**src/rtl/uart_pkg.sv**
```systemverilog
// Shared definitions for the UART receive path: FSM encoding and frame constants.
package uart_pkg;

  localparam int OVS    = 16;
  localparam int MID    = 8;
  localparam int DATA_W = 8;

  typedef enum logic [2:0] {
    IDLE   = 3'd0,
    START  = 3'd1,
    DATA   = 3'd2,
    PARITY = 3'd3,
    STOP   = 3'd4
  } rx_state_e;

endpackage

```
**src/rtl/uart_rx_flag.sv**
```systemverilog
// Set/clear status flag; set wins over clear, synchronous reset to 0.
module uart_rx_flag (
  input  logic clk,
  input  logic rst,
  input  logic set,
  input  logic clr,
  output logic q
);

  logic r_q;

  always_ff @(posedge clk) begin
    if (rst)      r_q <= 1'b0;
    else if (set) r_q <= 1'b1;
    else if (clr) r_q <= 1'b0;
  end

  assign q = r_q;

endmodule

```
**src/rtl/uart_rx_engine.sv**
```systemverilog
// UART receiver: 16x oversampled deserializer with parity, framing and overrun
// status held for the host until read.
module uart_rx_engine
  import uart_pkg::*;
#(
  parameter int OVS_DIV = 54
) (
  input  logic              clk,
  input  logic              rst,
  input  logic              rx,
  input  logic              eight,
  input  logic              pen,
  input  logic              ohel,
  input  logic              read,
  output logic [DATA_W-1:0] rx_data,
  output logic              rxrdy,
  output logic              perr,
  output logic              ferr,
  output logic              ovf
);

  localparam int TW = (OVS_DIV > 1) ? $clog2(OVS_DIV) : 1;

  rx_state_e         r_state, w_state_next;
  logic              r_rx_meta, r_rx_s;
  logic [TW-1:0]     r_tick_cnt;
  logic [3:0]        r_samp_cnt;
  logic [3:0]        r_bit_cnt;
  logic [DATA_W-1:0] r_shift;
  logic              r_eight, r_pen, r_ohel;
  logic              r_perr_next, r_ferr_next;
  logic              r_done;
  logic              r_armed;
  logic [DATA_W-1:0] r_rx_data;
  logic              r_perr, r_ferr, r_ovf;

  logic              w_tick, w_sample, w_go_data;
  logic              w_shift, w_par_sample, w_stop_sample;
  logic [3:0]        w_last_bit;
  logic [DATA_W-1:0] w_data;
  logic              w_rxrdy;

  always_ff @(posedge clk) begin
    if (rst) begin
      r_rx_meta <= 1'b1;
      r_rx_s    <= 1'b1;
    end else begin
      r_rx_meta <= rx;
      r_rx_s    <= r_rx_meta;
    end
  end

  assign w_tick = (r_tick_cnt == TW'(OVS_DIV - 1));

  always_ff @(posedge clk) begin
    if (rst || w_tick) r_tick_cnt <= '0;
    else               r_tick_cnt <= r_tick_cnt + 1'b1;
  end

  always_ff @(posedge clk) begin
    if (rst) r_state <= IDLE;
    else     r_state <= w_state_next;
  end

  assign w_last_bit = r_eight ? 4'd7 : 4'd6;

  always_comb begin
    w_state_next = r_state;
    case (r_state)
      IDLE:    if (w_tick && !r_rx_s && r_armed) w_state_next = START;
      START:   if (w_tick && r_samp_cnt == 4'(MID - 1))
                 w_state_next = r_rx_s ? IDLE : DATA;
      DATA:    if (w_sample && r_bit_cnt == w_last_bit)
                 w_state_next = r_pen ? PARITY : STOP;
      PARITY:  if (w_sample) w_state_next = STOP;
      STOP:    if (w_sample) w_state_next = IDLE;
      default: w_state_next = IDLE;
    endcase
  end

  always_comb begin
    w_sample      = 1'b0;
    w_go_data     = 1'b0;
    w_shift       = 1'b0;
    w_par_sample  = 1'b0;
    w_stop_sample = 1'b0;
    if (r_state == START && w_tick && r_samp_cnt == 4'(MID - 1) && !r_rx_s)
      w_go_data = 1'b1;
    if ((r_state == DATA || r_state == PARITY || r_state == STOP) &&
        w_tick && r_samp_cnt == 4'(OVS - 1))
      w_sample = 1'b1;
    w_shift       = w_sample && (r_state == DATA);
    w_par_sample  = w_sample && (r_state == PARITY);
    w_stop_sample = w_sample && (r_state == STOP);
  end

  // 7-bit frames land in shift[7:1]; realign so bit 7 reads as 0.
  assign w_data = r_eight ? r_shift : {1'b0, r_shift[DATA_W-1:1]};

  always_ff @(posedge clk) begin
    if (rst) begin
      r_samp_cnt  <= '0;
      r_bit_cnt   <= '0;
      r_shift     <= '0;
      r_eight     <= 1'b0;
      r_pen       <= 1'b0;
      r_ohel      <= 1'b0;
      r_perr_next <= 1'b0;
      r_ferr_next <= 1'b0;
      r_done      <= 1'b0;
      r_armed     <= 1'b0;
    end else begin
      r_done <= w_stop_sample;
      if (r_state == IDLE || w_go_data) r_samp_cnt <= '0;
      else if (w_tick)                   r_samp_cnt <= r_samp_cnt + 1'b1;
      if (w_go_data) begin
        r_bit_cnt <= '0;
        r_eight   <= eight;
        r_pen     <= pen;
        r_ohel    <= ohel;
      end
      if (w_shift) begin
        r_shift   <= {r_rx_s, r_shift[DATA_W-1:1]};
        r_bit_cnt <= r_bit_cnt + 1'b1;
      end
      if (w_par_sample)  r_perr_next <= (^w_data) ^ r_rx_s ^ r_ohel;
      if (w_stop_sample) r_ferr_next <= ~r_rx_s;
      // A low stop bit (break) must see the line go high before a new start.
      if (w_stop_sample && !r_rx_s) r_armed <= 1'b0;
      else if (r_rx_s)              r_armed <= 1'b1;
    end
  end

  always_ff @(posedge clk) begin
    if (rst) begin
      r_rx_data <= '0;
      r_perr    <= 1'b0;
      r_ferr    <= 1'b0;
      r_ovf     <= 1'b0;
    end else if (r_done) begin
      r_rx_data <= w_data;
      r_perr    <= r_pen & r_perr_next;
      r_ferr    <= r_ferr_next;
      r_ovf     <= w_rxrdy & ~read;
    end else if (read) begin
      r_perr <= 1'b0;
      r_ferr <= 1'b0;
      r_ovf  <= 1'b0;
    end
  end

  uart_rx_flag u_rxrdy (
    .clk (clk),
    .rst (rst),
    .set (r_done),
    .clr (read),
    .q   (w_rxrdy)
  );

  assign rx_data = r_rx_data;
  assign rxrdy   = w_rxrdy;
  assign perr    = r_perr;
  assign ferr    = r_ferr;
  assign ovf     = r_ovf;

endmodule

```
**config.mk**
```make
export PLATFORM = sky130hd
export DESIGN_NAME = uart_rx_engine
export DESIGN_NICKNAME = d
export VERILOG_FILES = /design/src/rtl/uart_pkg.sv /design/src/rtl/uart_rx_flag.sv /design/src/rtl/uart_rx_engine.sv
export SDC_FILE = /design/constraint.sdc
export NUM_CORES = 1
export LEC_CHECK = 0
export ABC_CLOCK_PERIOD_IN_PS = 2350
export BUFFER_PORTS_ARGS = -buffer_cell sky130_fd_sc_hd__buf_4
export CAP_MARGIN = 5
export CORE_UTILIZATION = 37
export DETAILED_ROUTE_END_ITERATION = 16
export PLACE_DENSITY = 0.66
export SETUP_SLACK_MARGIN = 0.15
export SYNTH_ARGS = -nofsm -noshare
export SYNTH_HDL_FRONTEND = slang
export SYNTH_SLANG_ARGS = --single-unit
```
**constraint.sdc**
```tcl
create_clock -name clk -period 2.35 [get_ports clk]
set_clock_uncertainty 0.05 [all_clocks]
set_input_delay 0.3525 -clock clk [delete_from_list [all_inputs] [get_ports clk]]
set_output_delay 0.3525 -clock clk [all_outputs]
set_load 0.05 [all_outputs]
```
==> report_table.html <==
<table>
<tr><th>Metric</th><th>Value</th></tr>
<tr><th colspan="2">Logic synthesis</th></tr>
<tr><td>Async set-reset flop share out of synthesis</td><td>0%</td></tr>
<tr><td>Total of warnings raised by yosys</td><td>0</td></tr>
<tr><td>Ranking of synthesized cells by area</td><td>sky130_fd_sc_hd__dfxtp_1, sky130_fd_sc_hd__mux2i_1, sky130_fd_sc_hd__nor2_1, sky130_fd_sc_hd__xnor2_1, sky130_fd_sc_hd__a21oi_1</td></tr>
<tr><td>Count of flip-flops with a built-in enable after synthesis</td><td>0</td></tr>
<tr><td>Proportion of synthesized area in mux cells</td><td>under 10%</td></tr>
<tr><td>Share of the synthesized area in the top cell type</td><td>between 40 and 50%</td></tr>
<tr><td>Synth Area in Simple Gates</td><td>~22%</td></tr>
<tr><td>Top_reg_cell synth</td><td>sky130_fd_sc_hd__dfxtp_1</td></tr>
<tr><td>Xor and xnor area share after synthesis</td><td>a little under 8%</td></tr>
<tr><td>Largest family of logic cells by synthesized area</td><td>simple AND/OR/NAND/NOR gates</td></tr>
<tr><td>Post-synthesis instance area</td><td>0.00210 mm^2</td></tr>
<tr><td>Yosys cell types</td><td>44</td></tr>
<tr><td>Post-synthesis cell count</td><td>~230</td></tr>
<tr><td>Number of flip-flops and latches in the synthesized netlist</td><td>46</td></tr>
<tr><td>Share of the yosys chip area belonging to registers</td><td>43.9%</td></tr>
<tr><td>Synth Area in Compound Gates</td><td>11.0%</td></tr>
<tr><td>Net Count, Synth</td><td>~240</td></tr>
<tr><td>Adder-cell share of the synthesized area</td><td>~2.4%</td></tr>
<tr><td>Library cell occupying the most area in the post-synthesis netlist</td><td>sky130_fd_sc_hd__dfxtp_1</td></tr>
<tr><td>Post-Synthesis Mean Instance Area</td><td>9.28 um^2</td></tr>
<tr><th colspan="2">Power and ir drop</th></tr>
<tr><td>Final Power</td><td>between 1 and 1.5 mW</td></tr>
<tr><td>Worst-case vdd ir drop</td><td>slightly above 0.0005 V</td></tr>
<tr><td>Ratio of total power to cell area</td><td>about 550 mW/mm^2</td></tr>
<tr><td>Static power due to leakage</td><td>between 0.8 and 0.9 nW</td></tr>
<tr><th colspan="2">Detailed routing</th></tr>
<tr><td>Average wire per standard cell</td><td>between 10 and 15 um</td></tr>
<tr><td>Post-route antenna net violation count</td><td>0</td></tr>
<tr><td>Drt total wl</td><td>3.99 mm</td></tr>
<tr><td>Number of iterations in the first detailed-routing pass</td><td>4</td></tr>
<tr><td>Post-route DRC violation count</td><td>0</td></tr>
<tr><td>Post-detailed-route via-to-cell ratio</td><td>5.01</td></tr>
<tr><td>Initial DRC count</td><td>a little over 80</td></tr>
<tr><td>Vias after detailed routing</td><td>1578</td></tr>
<tr><th colspan="2">GRT</th></tr>
<tr><td>Global-route wire length before repair</td><td>between 7 and 8 mm</td></tr>
<tr><td>Vias in the first global route</td><td>1531</td></tr>
<tr><td>Combined global-route utilization of all metal layers</td><td>15.0%</td></tr>
<tr><td>Largest net degree at the start of global routing</td><td>46</td></tr>
<tr><td>Number of antenna violations at the first check in global routing</td><td>0</td></tr>
<tr><td>GRT overflow</td><td>0</td></tr>
<tr><th colspan="2">Run status</th></tr>
<tr><td>Outcome</td><td>finished clean</td></tr>
<tr><th colspan="2">Timing</th></tr>
<tr><td>Final worst path period share</td><td>roughly nine tenths</td></tr>
<tr><td>Number of setup violations in the final report</td><td>0</td></tr>
<tr><td>Post-layout worst setup margin</td><td>around 0.27 ns</td></tr>
<tr><td>Min Clock Period, post-route</td><td>2.08 ns</td></tr>
<tr><td>Number of max-slew violations in the final report</td><td>0</td></tr>
<tr><td>Number of hold violations in the final report</td><td>0</td></tr>
<tr><td>Hold Slack</td><td>between 0.15 and 0.2 ns</td></tr>
<tr><td>Setup repair after global routing missed its margin</td><td>false</td></tr>
<tr><td>TNS Setup</td><td>0 ns</td></tr>
<tr><td>Max_slew headroom</td><td>between 40 and 50%</td></tr>
<tr><td>Peak clock frequency supported by timing</td><td>around 480 MHz</td></tr>
<tr><td>Transition time of the tightest slew-check pin</td><td>0.751 ns</td></tr>
<tr><th colspan="2">Final layout</th></tr>
<tr><td>Fillcell total</td><td>approximately 550</td></tr>
<tr><td>Share of post-route cells with drive strength above 1</td><td>between 15 and 20%</td></tr>
<tr><td>Commonest non-fill, non-tap cell in the layout</td><td>sky130_fd_sc_hd__dfxtp_1</td></tr>
<tr><td>Footprint of the multi-input gates</td><td>0.00111 mm^2</td></tr>
<tr><td>Sequential cell area in the final layout</td><td>approximately 920 um^2</td></tr>
<tr><td>Highest-count cells in the layout ignoring fill and taps</td><td>sky130_fd_sc_hd__dfxtp_1, sky130_fd_sc_hd__nor2_1, sky130_fd_sc_hd__buf_4, sky130_fd_sc_hd__mux2i_1</td></tr>
<tr><td>Final-stage net count</td><td>between 200 and 300</td></tr>
<tr><td>Number of diodes added for antenna fixing</td><td>0</td></tr>
<tr><td>Synthesis-to-finish area growth</td><td>13.8%</td></tr>
<tr><th colspan="2">Floorplanning</th></tr>
<tr><td>Die Y-Extent</td><td>77.3 um</td></tr>
<tr><td>Standard-cell row count</td><td>27</td></tr>
<tr><td>Starting utilization of the core area</td><td>a little under two fifths</td></tr>
<tr><td>Ports placed on the boundary</td><td>19</td></tr>
<tr><td>Overall die area</td><td>between 0.005 and 0.006 mm^2</td></tr>
<tr><td>Core Region</td><td>between 0.005 and 0.006 mm^2</td></tr>
<tr><td>Die width</td><td>77.3 um</td></tr>
<tr><th colspan="2">Clocking</th></tr>
<tr><td>CTS clk-pin slew, worst paths</td><td>approximately 0.090 ns</td></tr>
<tr><td>Inserted Clock Buffers</td><td>5</td></tr>
<tr><td>Root buffer cell</td><td>sky130_fd_sc_hd__clkbuf_8</td></tr>
<tr><td>Hold_buf cts</td><td>0</td></tr>
<tr><td>Count of clock tree sinks</td><td>46</td></tr>
<tr><td>H-tree Lvls</td><td>2</td></tr>
<tr><td>Setup repair bufs after CTS</td><td>0</td></tr>
<tr><td>Post_cts resized</td><td>0</td></tr>
<tr><td>TritonCTS clock tree</td><td>done</td></tr>
<tr><td>Maximum clock insertion buffer count</td><td>2</td></tr>
<tr><td>Worst-skew pair later-pin latency</td><td>roughly 0.30 ns</td></tr>
<tr><th colspan="2">Setup path</th></tr>
<tr><td>Critical path fanouts, max</td><td>5</td></tr>
<tr><td>Critical Path End Type</td><td>register</td></tr>
<tr><td>Cell chain of the critical path</td><td>ha_1, nand4_2, o41ai_2, o211ai_1, or4_1, a21oi_1</td></tr>
<tr><td>Maximum cell stage delay along the critical path</td><td>0.52 ns</td></tr>
<tr><td>Category of the critical setup timing path</td><td>reg -&gt; reg</td></tr>
<tr><td>Required time of the worst setup path</td><td>between 2 and 3 ns</td></tr>
<tr><td>Startpoint class of the critical path</td><td>register</td></tr>
<tr><td>CP arrival</td><td>2.27 ns</td></tr>
<tr><td>CP max stage cell</td><td>sky130_fd_sc_hd__or4_1</td></tr>
<tr><th colspan="2">Hold path</th></tr>
<tr><td>Min-Delay Path Class</td><td>in -&gt; reg</td></tr>
<tr><th colspan="2">Run</th></tr>
<tr><td>Max-cap violations</td><td>0</td></tr>
<tr><th colspan="2">Placed design</th></tr>
<tr><td># port buffers</td><td>18</td></tr>
<tr><td>Worst slack at placement</td><td>about 0.29 ns</td></tr>
<tr><td>HPWL reported at the end of detailed placement</td><td>approximately 2.7 mm</td></tr>
<tr><td>Gp weighted congestion</td><td>about 0.84</td></tr>
</table>
## routing by layer
| metal | track usage (%) | share of wire [%] | wire length, um |
|---|---|---|---|
| met4 | 5.66 | 1.4 | 57 |
| met2 | 23.4 | 45 | 1800 |
| met5 | 0 | 0 | 0 |
| met1 | 19.4 | 51 | 2020 |
| met3 | 4.40 | 2.9 | 117 |
## stage by stage
stage	area, um^2	util [%]	cells
3_5_place_dp	2300	42.0	307
6_report	2390	43.6	315
4_1_cts	2390	43.6	315
2_1_floorplan	2100	-	226
3_3_place_gp	2300	42.0	307
5_1_grt	2390	43.6	315
## synthesized netlist by cell type, types with 6 or more instances
master                     count
sky130_fd_sc_hd__a211oi_1      7
sky130_fd_sc_hd__a21oi_1      12
sky130_fd_sc_hd__clkbuf_1      8
sky130_fd_sc_hd__dfxtp_1      46
sky130_fd_sc_hd__mux2i_1      20
sky130_fd_sc_hd__nand2_1      11
sky130_fd_sc_hd__nor2_1       30
sky130_fd_sc_hd__nor3_1       12
sky130_fd_sc_hd__xnor2_1      10
sky130_fd_sc_hd__xor2_1        6
## state kept, by name, summed over array words and instances (netlist names), 3 cells and up
| signal | count |
|---|---|
| r_tick_cnt | 6 |
| r_samp_cnt | 4 |
| rx_data | 8 |
| r_bit_cnt | 4 |
| r_shift | 8 |
| r_state | 3 |
## cell families (layout without fill, tap and decap cells)
family	after synthesis	in the layout
fa+ha+maj	4	4
mux	20	20
flops	46	46
compound gates	35	35
buf+inv	16	33
xor+xnor	17	17
simple gates	88	88
## power breakdown
part | switching, mW | internal [mW]
Combinational | 0.0207 | 0.0161
Clock | 0.273 | 0.209
Sequential | 0.00626 | 0.786
## path summary, 6_finish.rpt
| path | from | cells after the start | to | slack [ns] |
|---|---|---|---|---|
| max reg2reg | r_samp_cnt[0] | 6 | r_state[0] | 0.27 |
| max | r_samp_cnt[0] | 6 | r_state[0] | 0.27 |
| min | read | 2 | ovf | 0.18 |
| min reg2reg | r_rx_meta | 1 | r_rx_s | 0.37 |
## cell type report
cell class,instances,share of cell area [%]
clock buffer,5,2.88
tap,72,3.77
clock inverter,3,0.891
multi-input combinational,164,46.6
sequential,46,38.6
inverter,4,0.629
timing repair buffer,21,6.60
## worst max-delay path: cells and delay by family (launching register included)
kind	cells	cell delay, ns
AND/OR/NAND/NOR	2	0.70
AO/OA/AOI/OAI	3	0.66
adder cells (fa/ha/maj)	1	0.24
flip-flops	1	0.38
Note: power is estimated with default switching activity, not from simulation.
